File: config.mk
export PLATFORM = sky130hd
export DESIGN_NAME = sysctrl_wb_regs_flat
export DESIGN_NICKNAME = d
export VERILOG_FILES = /design/src/rtl/sysctrl_wb_regs_if.sv /design/src/rtl/sysctrl_wb_regs.sv /design/src/flat_wrapper.sv
export SDC_FILE = /design/constraint.sdc
export NUM_CORES = 1
export LEC_CHECK = 0
export CAP_MARGIN = 10
export CORE_AREA = 2 2 80 82
export CTS_BUF_LIST = sky130_fd_sc_hd__clkbuf_4 sky130_fd_sc_hd__clkbuf_8
export DETAILED_ROUTE_END_ITERATION = 8
export DIE_AREA = 0 0 82 84
export PLACE_DENSITY = 0.75
export SLEW_MARGIN = 20
export SYNTH_ARGS = -nofsm -noshare
export SYNTH_HDL_FRONTEND = slang
export SYNTH_SLANG_ARGS = --single-unit
File: constraint.sdc
create_clock -name wb_clk_i -period 2.71 [get_ports wb_clk_i]
set_clock_uncertainty 0.1 [all_clocks]
set_input_delay 0.542 -clock wb_clk_i [delete_from_list [all_inputs] [get_ports wb_clk_i]]
set_output_delay 0.542 -clock wb_clk_i [all_outputs]
set_load 0.01 [all_outputs]
File: src/rtl/sysctrl_wb_regs_if.sv
// Wishbone slave port bundle for the system-control register bank.
// Signal names keep the bus naming used by the management SoC.
interface sysctrl_wb_regs_if;
    logic        wb_stb_i;
    logic        wb_cyc_i;
    logic        wb_we_i;
    logic [3:0]  wb_sel_i;
    logic [31:0] wb_adr_i;
    logic [31:0] wb_dat_i;
    logic        wb_ack_o;
    logic [31:0] wb_dat_o;

    modport slave (
        input  wb_stb_i, wb_cyc_i, wb_we_i, wb_sel_i, wb_adr_i, wb_dat_i,
        output wb_ack_o, wb_dat_o
    );

    modport master (
        output wb_stb_i, wb_cyc_i, wb_we_i, wb_sel_i, wb_adr_i, wb_dat_i,
        input  wb_ack_o, wb_dat_o
    );
endinterface

File: src/rtl/sysctrl_wb_regs.sv
// System-control register bank: pad-mux destination selects, IRQ source selects,
// and a synchronised rising-edge IRQ capture with sticky pending, mask and irq_o.
module sysctrl_wb_regs #(
    parameter logic [31:0] BASE_ADR    = 32'h2600_0000,
    parameter int          NUM_IRQ     = 4,
    parameter int          SRC_W       = 2,
    parameter int          CLK_DEST_W  = 2,
    parameter int          TRAP_DEST_W = 3
) (
    input  logic                       wb_clk_i,
    input  logic                       wb_rst_i,
    sysctrl_wb_regs_if.slave           wb,
    input  logic [NUM_IRQ-1:0]         irq_in,
    output logic [CLK_DEST_W-1:0]      clk_out_dest,
    output logic [TRAP_DEST_W-1:0]     trap_out_dest,
    output logic [NUM_IRQ*SRC_W-1:0]   irq_src_sel,
    output logic                       irq_o
);
    localparam int SEL_W = NUM_IRQ * SRC_W;

    logic                   hit;
    logic                   ack_next;
    logic                   wr;
    logic [5:0]             word;
    logic [31:0]            byte_mask;
    logic [31:0]            rdata;
    logic [CLK_DEST_W-1:0]  clk_nxt;
    logic [TRAP_DEST_W-1:0] trap_nxt;
    logic [SEL_W-1:0]       sel_nxt;
    logic [NUM_IRQ-1:0]     mask, mask_nxt;
    logic [NUM_IRQ-1:0]     pending, pending_nxt;
    logic [NUM_IRQ-1:0]     clr;
    logic [NUM_IRQ-1:0]     s1, s2, s3;
    logic [NUM_IRQ-1:0]     rise;
    logic [1:0]             unused_adr;

    assign unused_adr = wb.wb_adr_i[1:0];

    function automatic logic [31:0] merge(input logic [31:0] old_val,
                                          input logic [31:0] new_val,
                                          input logic [31:0] lanes);
        return (old_val & ~lanes) | (new_val & lanes);
    endfunction

    always_comb begin
        hit       = wb.wb_cyc_i & wb.wb_stb_i & (wb.wb_adr_i[31:8] == BASE_ADR[31:8]);
        ack_next  = hit & ~wb.wb_ack_o;
        wr        = ack_next & wb.wb_we_i;
        word      = wb.wb_adr_i[7:2];
        byte_mask = {{8{wb.wb_sel_i[3]}}, {8{wb.wb_sel_i[2]}},
                     {8{wb.wb_sel_i[1]}}, {8{wb.wb_sel_i[0]}}};
        rise      = s2 & ~s3;

        rdata = '0;
        case (word)
            6'h00: rdata = {16'h5C01, 8'(NUM_IRQ), 8'(SRC_W)};
            6'h01: rdata = 32'(clk_out_dest);
            6'h02: rdata = 32'(trap_out_dest);
            6'h03: rdata = 32'(irq_src_sel);
            6'h04: rdata = 32'(pending);
            6'h05: rdata = 32'(mask);
            default: rdata = '0;
        endcase

        clk_nxt  = clk_out_dest;
        trap_nxt = trap_out_dest;
        sel_nxt  = irq_src_sel;
        mask_nxt = mask;
        clr      = '0;
        if (wr) begin
            case (word)
                6'h01: clk_nxt  = CLK_DEST_W'(merge(32'(clk_out_dest), wb.wb_dat_i, byte_mask));
                6'h02: trap_nxt = TRAP_DEST_W'(merge(32'(trap_out_dest), wb.wb_dat_i, byte_mask));
                6'h03: sel_nxt  = SEL_W'(merge(32'(irq_src_sel), wb.wb_dat_i, byte_mask));
                6'h04: clr      = NUM_IRQ'(wb.wb_dat_i & byte_mask);
                6'h05: mask_nxt = NUM_IRQ'(merge(32'(mask), wb.wb_dat_i, byte_mask));
                default: ;
            endcase
        end

        // A new edge outranks a same-cycle W1C so no interrupt is lost.
        pending_nxt = (pending & ~clr) | rise;
    end

    assign irq_o = |(pending & mask);

    always_ff @(posedge wb_clk_i or posedge wb_rst_i) begin
        if (wb_rst_i) begin
            wb.wb_ack_o   <= 1'b0;
            wb.wb_dat_o   <= '0;
            clk_out_dest  <= '0;
            trap_out_dest <= '0;
            irq_src_sel   <= '0;
            mask          <= '0;
            pending       <= '0;
            s1            <= '0;
            s2            <= '0;
            s3            <= '0;
        end else begin
            wb.wb_ack_o   <= ack_next;
            wb.wb_dat_o   <= (ack_next & ~wb.wb_we_i) ? rdata : '0;
            clk_out_dest  <= clk_nxt;
            trap_out_dest <= trap_nxt;
            irq_src_sel   <= sel_nxt;
            mask          <= mask_nxt;
            pending       <= pending_nxt;
            s1            <= irq_in;
            s2            <= s1;
            s3            <= s2;
        end
    end
endmodule

File: src/flat_wrapper.sv
// flat-port wrapper written by rule: the top's interface ports become plain ports
module sysctrl_wb_regs_flat 
#(
    parameter logic [31:0] BASE_ADR    = 32'h2600_0000,
    parameter int          NUM_IRQ     = 4,
    parameter int          SRC_W       = 2,
    parameter int          CLK_DEST_W  = 2,
    parameter int          TRAP_DEST_W = 3
)
  (wb_clk_i, wb_rst_i, irq_in, clk_out_dest, trap_out_dest, irq_src_sel, irq_o, wb_wb_stb_i, wb_wb_cyc_i, wb_wb_we_i, wb_wb_sel_i, wb_wb_adr_i, wb_wb_dat_i, wb_wb_ack_o, wb_wb_dat_o);
  sysctrl_wb_regs_if wb_i ();
  input  logic wb_clk_i;
  input  logic wb_rst_i;
  input  logic [NUM_IRQ-1:0] irq_in;
  output logic [CLK_DEST_W-1:0] clk_out_dest;
  output logic [TRAP_DEST_W-1:0] trap_out_dest;
  output logic [NUM_IRQ*SRC_W-1:0] irq_src_sel;
  output logic irq_o;
  input wire logic [$bits(wb_i.wb_stb_i)-1:0] wb_wb_stb_i;
  input wire logic [$bits(wb_i.wb_cyc_i)-1:0] wb_wb_cyc_i;
  input wire logic [$bits(wb_i.wb_we_i)-1:0] wb_wb_we_i;
  input wire logic [$bits(wb_i.wb_sel_i)-1:0] wb_wb_sel_i;
  input wire logic [$bits(wb_i.wb_adr_i)-1:0] wb_wb_adr_i;
  input wire logic [$bits(wb_i.wb_dat_i)-1:0] wb_wb_dat_i;
  output wire logic [$bits(wb_i.wb_ack_o)-1:0] wb_wb_ack_o;
  output wire logic [$bits(wb_i.wb_dat_o)-1:0] wb_wb_dat_o;
  assign wb_i.wb_stb_i = wb_wb_stb_i;
  assign wb_i.wb_cyc_i = wb_wb_cyc_i;
  assign wb_i.wb_we_i = wb_wb_we_i;
  assign wb_i.wb_sel_i = wb_wb_sel_i;
  assign wb_i.wb_adr_i = wb_wb_adr_i;
  assign wb_i.wb_dat_i = wb_wb_dat_i;
  assign wb_wb_ack_o = wb_i.wb_ack_o;
  assign wb_wb_dat_o = wb_i.wb_dat_o;
  sysctrl_wb_regs #(.BASE_ADR(BASE_ADR), .NUM_IRQ(NUM_IRQ), .SRC_W(SRC_W), .CLK_DEST_W(CLK_DEST_W), .TRAP_DEST_W(TRAP_DEST_W)) u_core (.wb_clk_i(wb_clk_i), .wb_rst_i(wb_rst_i), .wb(wb_i), .irq_in(irq_in), .clk_out_dest(clk_out_dest), .trap_out_dest(trap_out_dest), .irq_src_sel(irq_src_sel), .irq_o(irq_o));
endmodule
==> metrics.txt, run 1 <==
fin crit period=2453 ps; most frequent cells in the layout=clkdlybuf4s50_1 (76), dfrtp_1 (43), buf_4 (19), mux2_2 (18), conb_1 (18); Most used DFF post-synth=dfrtp_1; largest net degree at the start of global routing=44; cell chosen for the clock root=clkbuf_8; fin. max-slew vios=0; total track usage=15.07%; synthesis-to-layout area growth=45.88%; Worst Hold Class=reg -> reg; Syn Inst Count=173; Setup CP Type=in -> reg; antenna cells=0; Comb power frac=11.6%; Slew @ Worst Pin=539.4 ps; Adder-Cell Fraction of Synth Area=0%; Hold-fix buffers, CTS=0; DP Worst Slack=-56.00 ps; outcome=finished, final reports clean; RePlAce Congestion=0.8388; Net Sw Power=0.2667 mW; Synth Register Bits=43; gr ovfl total=0; PnR worst setup slack=256.8 ps; CTS tree=built; Slew Limit Headroom=64.04%; Cell variety after synth=34; Placed Instances=334; Mapped Avg Cell Area=11.93 um^2; fmax=0.4076 GHz; Leak Pwr=1.329 nW; Reg clk slew, reported paths=80 ps; Non-Filler Instances=340; clock buffer depth=2; Max VDD drop=0.2387 mV; Post-synth EDFFs=0; Die ar.=6888 um^2; register area share after synthesis=52.12%; DR vias/cell=4.765; H-Tree Depth=2; vias in the first global route=1708; Power Dens Cells=385.8 nW/um^2; yosys warns=0; crit-path max FO=6; worst r2r src=u_core.wb.wb_ack_o; post-synthesis compound-gate area fraction=5.939%; Core Box Area=6096 um^2; initial antenna violation count=0; Reg2Reg Setup Slack=740 ps; # nets final=341; async set or reset register ratio after synthesis=100.0%; Post-CTS Setup Bufs=0; drt wl/cell=14.20 um; count of input and output buffers=76; First-pass DRT Iterations=4; CTS Buf Count=5; cts repair resizes=0; DRC viols=0; register share of total power=56.2%; post-DP HPWL=3761 um; Die Width=82 um; area occupied by registers=1076 um^2; Starting Density=33.87%; Via Count=1620; hold path depth=0; Routed Antenna Nets=0; most common cell after layout, fill and taps aside=clkdlybuf4s50_1; largest family of logic cells by synthesized area=simple AND/OR/NAND/NOR gates; Initial DRC Count=84; CP arrival=2530 ps; multi-input logic area=818.3 um^2; global-route wire length before repair=7941 um; power share of the clock group=32.2%; post-synthesis mux area share=9.818%; sw frac=22.96%; Synth Area in Simple Gates=20.61%; CTS sink count=43; Setup-failing EPs final=0; routed wire length=4828 um; Boundary Pins=124; Worst setup SP type=input port; Std-Cell Rows=29; Cell Area, Synth=2064 um^2; Final Cycle Share=90.53%; fill cell count=559; critical path capture point type=register; max-cap violations=0; clk_lat worst skew=290 ps; post-synthesis xor/xnor area fraction=0%; cell-internal power=0.8951 mW; Hold EP=u_core.s2[2]; CP required=2790 ps; final hold violation count=0; share of cells above drive strength 1=22.05%; unrepaired setup endpoints after global routing=false; total power draw=1.162 mW; Die Ht=84 um; Reg2Reg Depth=5; critical path startpoint=wb_wb_adr_i[5]; Worst Min Path Start=u_core.s1[2]
-- cells by family (layout without fill, tap and decap cells) --
logic type | after synthesis | count (layout)
and+or+nand+nor | 54 | 54
DFF | 43 | 43
buffers and inverters | 39 | 112
AOI/OAI and AO/OA | 18 | 18
muxes | 18 | 18
other | 1 | 18
-- cell type report --
cell class | count | area share (%)
sequential | 43 | 35.73
multi-input combinational | 108 | 27.17
clock inverter | 1 | 0.2493
timing repair buffer | 95 | 30.00
inverter | 11 | 1.371
clock buffer | 5 | 2.285
tap | 77 | 3.199
-- stage by stage --
stage               setup TNS, ps  area [um^2]  hold WS, ps  utilization [%]
floorplan                       0         2128        231.2                -
global placement           -5.275         2935        231.8            48.15
detailed placement         -313.5         2935        239.5            48.15
CTS                             0         3012        256.6            49.40
global route                    0         3012        264.6            49.40
finish                          0         3012        254.5            49.40
-- synth_stat cells (all sizes together) (3+ instances only) --
master,number,share of area [%]
nand2,11,2.0
clkbuf,4,0.73
o21ai,3,0.73
mux2,18,9.8
dfrtp,43,52
inv,11,2.0
nand3,6,1.7
nor4,14,7.3
buf,24,8.6
o22ai,4,1.2
nor2b,3,0.91
a21boi,3,1.1
a22oi,5,1.8
nor4b,5,2.4
-- critical path, cell delays in order --
cell and delay, ps:
clkdlybuf4s50_1 460, nor4_4 490, nand3_2 170, nor4_4 330, buf_4 200, mux2_2 330
-- how the worst max path moves through the flow --
stage          cells after the start  slack [ps]                     to
6_report                           6         260               register
5_1_grt                            7         170  u_core.wb.wb_dat_o[0]
4_1_cts                            6         260               register
3_5_place_dp                       6         -60               register
3_3_place_gp                       6          -3               register
2_1_floorplan                      4         500               register
-- routing by layer --
layer  wire length (um)  up-vias  global-route usage (%)
met4                104        0                   4.697
li1                   -      753                       -
met1               1954      790                   18.38
met2               2399       65                   24.91
met3                370       12                   4.870
met5                  0        -                       0
-- power groups by stage --
stage               sequential (mW)  combinational [mW]  clock, mW
floorplan                     0.665              0.0644          0
global route                  0.654               0.148      0.410
finish                        0.653               0.135      0.374
global placement              0.665               0.132          0
detailed placement            0.666               0.136          0
CTS                           0.653               0.136      0.383
Power figures use the tool's default switching activity.
==> run 2: changes to the inputs <==
==> constraint.sdc (replaced) <==
create_clock -name wb_clk_i -period 2.6 [get_ports wb_clk_i]
set_clock_uncertainty 0.1 [all_clocks]
set_input_delay 0.52 -clock wb_clk_i [delete_from_list [all_inputs] [get_ports wb_clk_i]]
set_output_delay 0.52 -clock wb_clk_i [all_outputs]
set_load 0.01 [all_outputs]
==> metrics.txt, run 2 (synthesis gave the netlist of run 1 again) <==
Max VDD drop=0.2946 mV (+23%); Die Ht=84 um (unchanged); crit-path max FO=4 (-2); Die ar.=6888 um^2 (unchanged); outcome=finished, final reports clean; CP arrival=2520 ps (about the same); Worst setup SP type=input port; CTS Buf Count=5 (unchanged); cts repair resizes=0 (unchanged); most common cell after layout, fill and taps aside=clkdlybuf4s50_1; synthesis-to-layout area growth=48.61%; gr ovfl total=0 (unchanged); Hold EP=u_core.s2[0]; Std-Cell Rows=29 (unchanged); setup TNS after final layout=0 ps (unchanged); antenna cells=0 (unchanged); DRC viols=0 (unchanged); H-Tree Depth=2 (unchanged); Boundary Pins=124 (unchanged); Slew Limit Headroom=64.59% (+0.55 points); Slew @ Worst Pin=531.2 ps (-8.228 ps); Worst path depth=6 (unchanged); cell chosen for the clock root=clkbuf_8; Via Count=1626 (+0.37%); Placed Instances=337 (+0.90%); First-pass DRT Iterations=4 (unchanged); Worst Min Path Start=u_core.s1[0]; sw frac=22.31% (-0.65 points); final hold violation count=0 (unchanged); Final Cycle Share=93.79%; register share of total power=52.9% (-3.3 points); Routed Antenna Nets=0 (unchanged); max-cap violations=0 (unchanged); Worst Hold Class=reg -> reg; Reg2Reg Depth=5 (unchanged); # nets final=344 (+0.88%); total power draw=1.286 mW (+11%); critical path capture point type=register; CTS sink count=43 (unchanged); Non-Filler Instances=345 (+1.5%); total track usage=15.13% (+0.063 points); post-DP HPWL=3674 um (-2.3%); CP max-delay cell=clkdlybuf4s50_1; Final Cell Area=3068 um^2 (+1.9%); cell-internal power=0.9992 mW (+12%); Setup-failing EPs final=0 (unchanged); most frequent cells in the layout=clkdlybuf4s50_1 (76), dfrtp_1 (43), buf_4 (22), mux2_2 (18), conb_1 (18); clock buffer depth=2 (unchanged); Crit path largest cell delay=410 ps (-80 ps); Die Width=82 um (unchanged); Initial DRC Count=90 (+7.1%); Hold-fix buffers, CTS=0 (unchanged); CTS tree=built; Final Core Density=50.33% (+0.92 points); initial antenna violation count=0 (unchanged); global-route wire length before repair=7935 um (about the same); Starting Density=33.87% (unchanged); worst r2r src=u_core.wb.wb_ack_o; Setup CP Type=in -> reg; Reg2Reg Setup Slack=650 ps (-90 ps); fin crit period=2439 ps; fmax=0.4101 GHz; share of cells above drive strength 1=23.88% (+1.8 points); RePlAce Congestion=0.8567 (+2.1%); WP buf/inv=2 (unchanged); Comb power frac=11.3% (-0.3 points); vias in the first global route=1675 (-1.9%); fin. max-slew vios=0 (unchanged); Reg clk slew, reported paths=80 ps (about the same); clk_lat worst skew=290 ps (about the same); drt wl/cell=13.70 um (-3.5%); area after detailed placement=2958 um^2 (+0.77%); power share of the clock group=35.8% (+3.6 points); Worst path top cell family by delay=simple AND/OR/NAND/NOR gates; Power Dens Cells=419.2 nW/um^2 (+8.7%); routed wire length=4726 um (-2.1%); Core Box Area=6096 um^2 (unchanged); Net Sw Power=0.2869 mW (+7.6%); hold path depth=0 (unchanged); CP required=2680 ps (-110 ps); Post-CTS Setup Bufs=0 (unchanged); count of input and output buffers=76 (unchanged); Leak Pwr=1.359 nW (+2.3%); largest net degree at the start of global routing=44 (unchanged); CP cell instances=clkdlybuf4s50_1, nor4_1, nand4_2, buf_4, nor4_4, mux2_2; DR vias/cell=4.713 (-1.1%); unrepaired setup endpoints after global routing=false
[run 2: cell count changes in the layout (fill, tap and decap cells not counted)]
cell | before | now
clkbuf_8 | 5 | 7
buf_4 | 19 | 22
nor4b_1 | 4 | 3
nor4b_2 | 1 | 2
[run 2: how the worst max path moves through the flow]
stage                         start               endpoint  slack (ps)
floorplan           wb_wb_adr_i[16]               register         410
global placement    wb_wb_adr_i[23]               register         -80
detailed placement  wb_wb_adr_i[18]               register        -140
CTS                 wb_wb_adr_i[18]               register         180
global route        wb_wb_adr_i[18]  u_core.wb.wb_dat_o[0]          90
finish              wb_wb_adr_i[18]               register         160
[run 2: worst reg2reg max path, cell delays in order, from the launching register on]
cell and delay (ps):
dfrtp_1 390, nor4_2 240, nand4_4 250, nor4_4 330, buf_4 210, mux2_2 330
[run 2: layout make-up]
| cell class | count | area (um^2) |
|---|---|---|
| Fill cell | 569 | 3028 |
| Sequential cell | 43 | 1076 |
| Timing Repair Buffer | 98 | 925.9 |
| Multi-Input combinational cell | 108 | 824.5 |
| Clock buffer | 7 | 96.34 |
| Tap cell | 77 | 96.34 |
| Inverter | 11 | 41.29 |
| Clock inverter | 1 | 7.507 |
[run 2: layer usage]
metal | wire length [um] | part of all wire, % | vias to the layer above | global-route usage, %
li1 | - | - | 764 | -
met1 | 1894 | 40 | 787 | 19.00
met2 | 2388 | 51 | 69 | 24.76
met3 | 377 | 8.0 | 6 | 3.896
met4 | 66 | 1.4 | 0 | 5.455
met5 | 0 | 0 | - | 0
[run 2: power groups by stage]
stage	logic [mW]	clock network [mW]	registers [mW]
3_3_place_gp	0.141	0	0.694
6_report	0.145	0.460	0.681
3_5_place_dp	0.145	0	0.694
4_1_cts	0.146	0.479	0.681
5_1_grt	0.159	0.507	0.682
2_1_floorplan	0.0671	0	0.693
[run 2: stage by stage]
stage / hold slack, ps / worst slack [ps]
floorplan: 231.2 / 410.9
global placement: 232.2 / -81.31
detailed placement: 236.2 / -141.3
CTS: 255.0 / 182.1
global route: 266.5 / 91.98
finish: 251.9 / 161.4
==> run 3: changes to the inputs <==
--- a/config.mk
+++ b/config.mk
@@ -10,6 +10,7 @@
 export CTS_BUF_LIST = sky130_fd_sc_hd__clkbuf_4 sky130_fd_sc_hd__clkbuf_8
 export DETAILED_ROUTE_END_ITERATION = 8
 export DIE_AREA = 0 0 82 84
+export GPL_TIMING_DRIVEN = 0
 export PLACE_DENSITY = 0.75
 export SLEW_MARGIN = 20
 export SYNTH_ARGS = -nofsm -noshare
==> metrics.txt, run 3 (synthesis gave the netlist of run 1 again) <==
outcome=finished, final reports clean; most frequent cells in the layout=clkdlybuf4s50_1 (75), dfrtp_1 (43), buf_4 (30), mux2_2 (18), conb_1 (18); WP buf/inv=1 (-1); Die Ht=84 um (unchanged); # nets final=357 (+3.8%); largest net degree at the start of global routing=29 (-34%); DRC viols=0 (unchanged); gr ovfl total=0 (unchanged); DR vias/cell=4.598 (-2.4%); Setup CP Type=in -> reg; vias in the first global route=1623 (-3.1%); post-DP HPWL=3837 um (+4.5%); PnR worst setup slack=165.2 ps (+3.826 ps); Worst Hold Class=reg -> reg; Starting Density=33.87% (unchanged); initial antenna violation count=0 (unchanged); Die ar.=6888 um^2 (unchanged); antenna cells=0 (unchanged); CTS tree=built; CP required=2680 ps (about the same); global-route wire length before repair=7845 um (-1.1%); synthesis-to-layout area growth=53.27%; Reg clk slew, reported paths=80 ps (about the same); Reg2Reg Setup Slack=550 ps (-100 ps); Final Cell Area=3164 um^2 (+3.1%); Setup-failing EPs final=0 (unchanged); most common cell after layout, fill and taps aside=clkdlybuf4s50_1; area after detailed placement=2995 um^2 (+1.3%); share of cells above drive strength 1=27.05% (+3.2 points); Worst setup SP type=input port; critical path capture point type=register; Boundary Pins=124 (unchanged); Leak Pwr=1.422 nW (+4.7%); fin. max-slew vios=0 (unchanged); cell chosen for the clock root=clkbuf_8; CP arrival=2520 ps (about the same); RePlAce Congestion=0.8546 (-0.25%); Non-Filler Instances=358 (+3.8%); CP cell instances=clkdlybuf4s50_1, nor4_2, nand4_4, nor4b_2, mux2_2; fin crit period=2435 ps (-3.826 ps); Max VDD drop=0.3471 mV (+18%); fmax=0.4107 GHz (+0.16%); Initial DRC Count=127 (+41%); routed wire length=4910 um (+3.9%); First-pass DRT Iterations=4 (unchanged); Crit path largest cell delay=530 ps (+120 ps); CTS sink count=43 (unchanged); Placed Instances=343 (+1.8%); clock buffer depth=2 (unchanged); total track usage=14.87% (-0.26 points); Final Cycle Share=93.65% (-0.15 points); Power Dens Cells=414.6 nW/um^2 (-1.1%); Core Box Area=6096 um^2 (unchanged); drt wl/cell=13.72 um (+0.12%); Worst path top cell family by delay=simple AND/OR/NAND/NOR gates; H-Tree Depth=2 (unchanged); Slew @ Worst Pin=644.6 ps (+113.5 ps); unrepaired setup endpoints after global routing=false; max-cap violations=0 (unchanged); Slew Limit Headroom=56.69% (-7.9 points); Via Count=1646 (+1.2%); final hold violation count=0 (unchanged); clk_lat worst skew=290 ps (about the same); Die Width=82 um (unchanged); CP max-delay cell=nor4b_2; crit-path max FO=10 (+6); Routed Antenna Nets=0 (unchanged); DP Worst Slack=-469.6 ps (-328.3 ps); CTS Buf Count=5 (unchanged); Std-Cell Rows=29 (unchanged); count of input and output buffers=75 (-1.3%)
==> run 3: path summary, 6_finish.rpt <==
path,from,to,cells past startpoint
worst max-delay path,wb_wb_adr_i[15],register,5
worst min-delay path,u_core.s1[0],u_core.s2[0],0
worst max register to register,u_core.wb.wb_ack_o,register,4
worst min register to register,u_core.s1[0],u_core.s2[0],0
max in group asynchronous,wb_rst_i,u_core.wb.wb_dat_o[2],3
min in group asynchronous,wb_rst_i,asynchronous set/reset pin,2
==> run 3: per-layer routing <==
metal | routed length, um | vias up | global-route usage [%]
li1 | - | 789 | -
met1 | 2011 | 784 | 19.67
met2 | 2385 | 67 | 22.99
met3 | 446 | 6 | 4.437
met4 | 67 | 0 | 5.152
met5 | 0 | - | 0
==> run 3: report_power, final <==
part	internal [mW]	leakage, nW	total [mW]	switching, mW
combinational	0.0937	0.815	0.161	0.0674
sequential	0.678	0.552	0.681	0.00313
clock	0.253	0.0549	0.470	0.217
==> run 3: worst reg2reg max path, cell delays in order, from the launching register on <==
cell	delay (ps)
dfrtp_1	390
nor4_2	250
nand4_4	280
nor4b_2	540
mux2_2	390
==> run 3: final cells by class <==
class	instances	area, um^2
Clock buffer	8	103.9
Timing Repair Buffer	83	823.3
Multi-Input combinational cell	108	830.8
Inverter	11	41.29
Fill cell	556	2932
Sequential cell	43	1076
Tap cell	77	96.34
Buffer	28	192.7
==> run 3: stage by stage <==
step           hold slack (ps)  total power, mW  TNS, ps  utilization [%]
2_1_floorplan            231.2           0.7602        0                -
3_3_place_gp             232.0           0.8460    -5473            48.81
3_5_place_dp             237.3           0.8536    -7142            49.14
4_1_cts                  254.9            1.325        0            51.09
5_1_grt                  260.9            1.373        0            51.91
6_report                 252.9            1.312        0            51.91
==> run 3: what timing repair did <==
item	4_1_cts	5_1_grt
hold buffers	0	0
pin swaps	1	2
endpoints found under the hold margin	0	0
buffers inserted	2	5
resized for setup	0	2
endpoints found under the setup margin	8	19
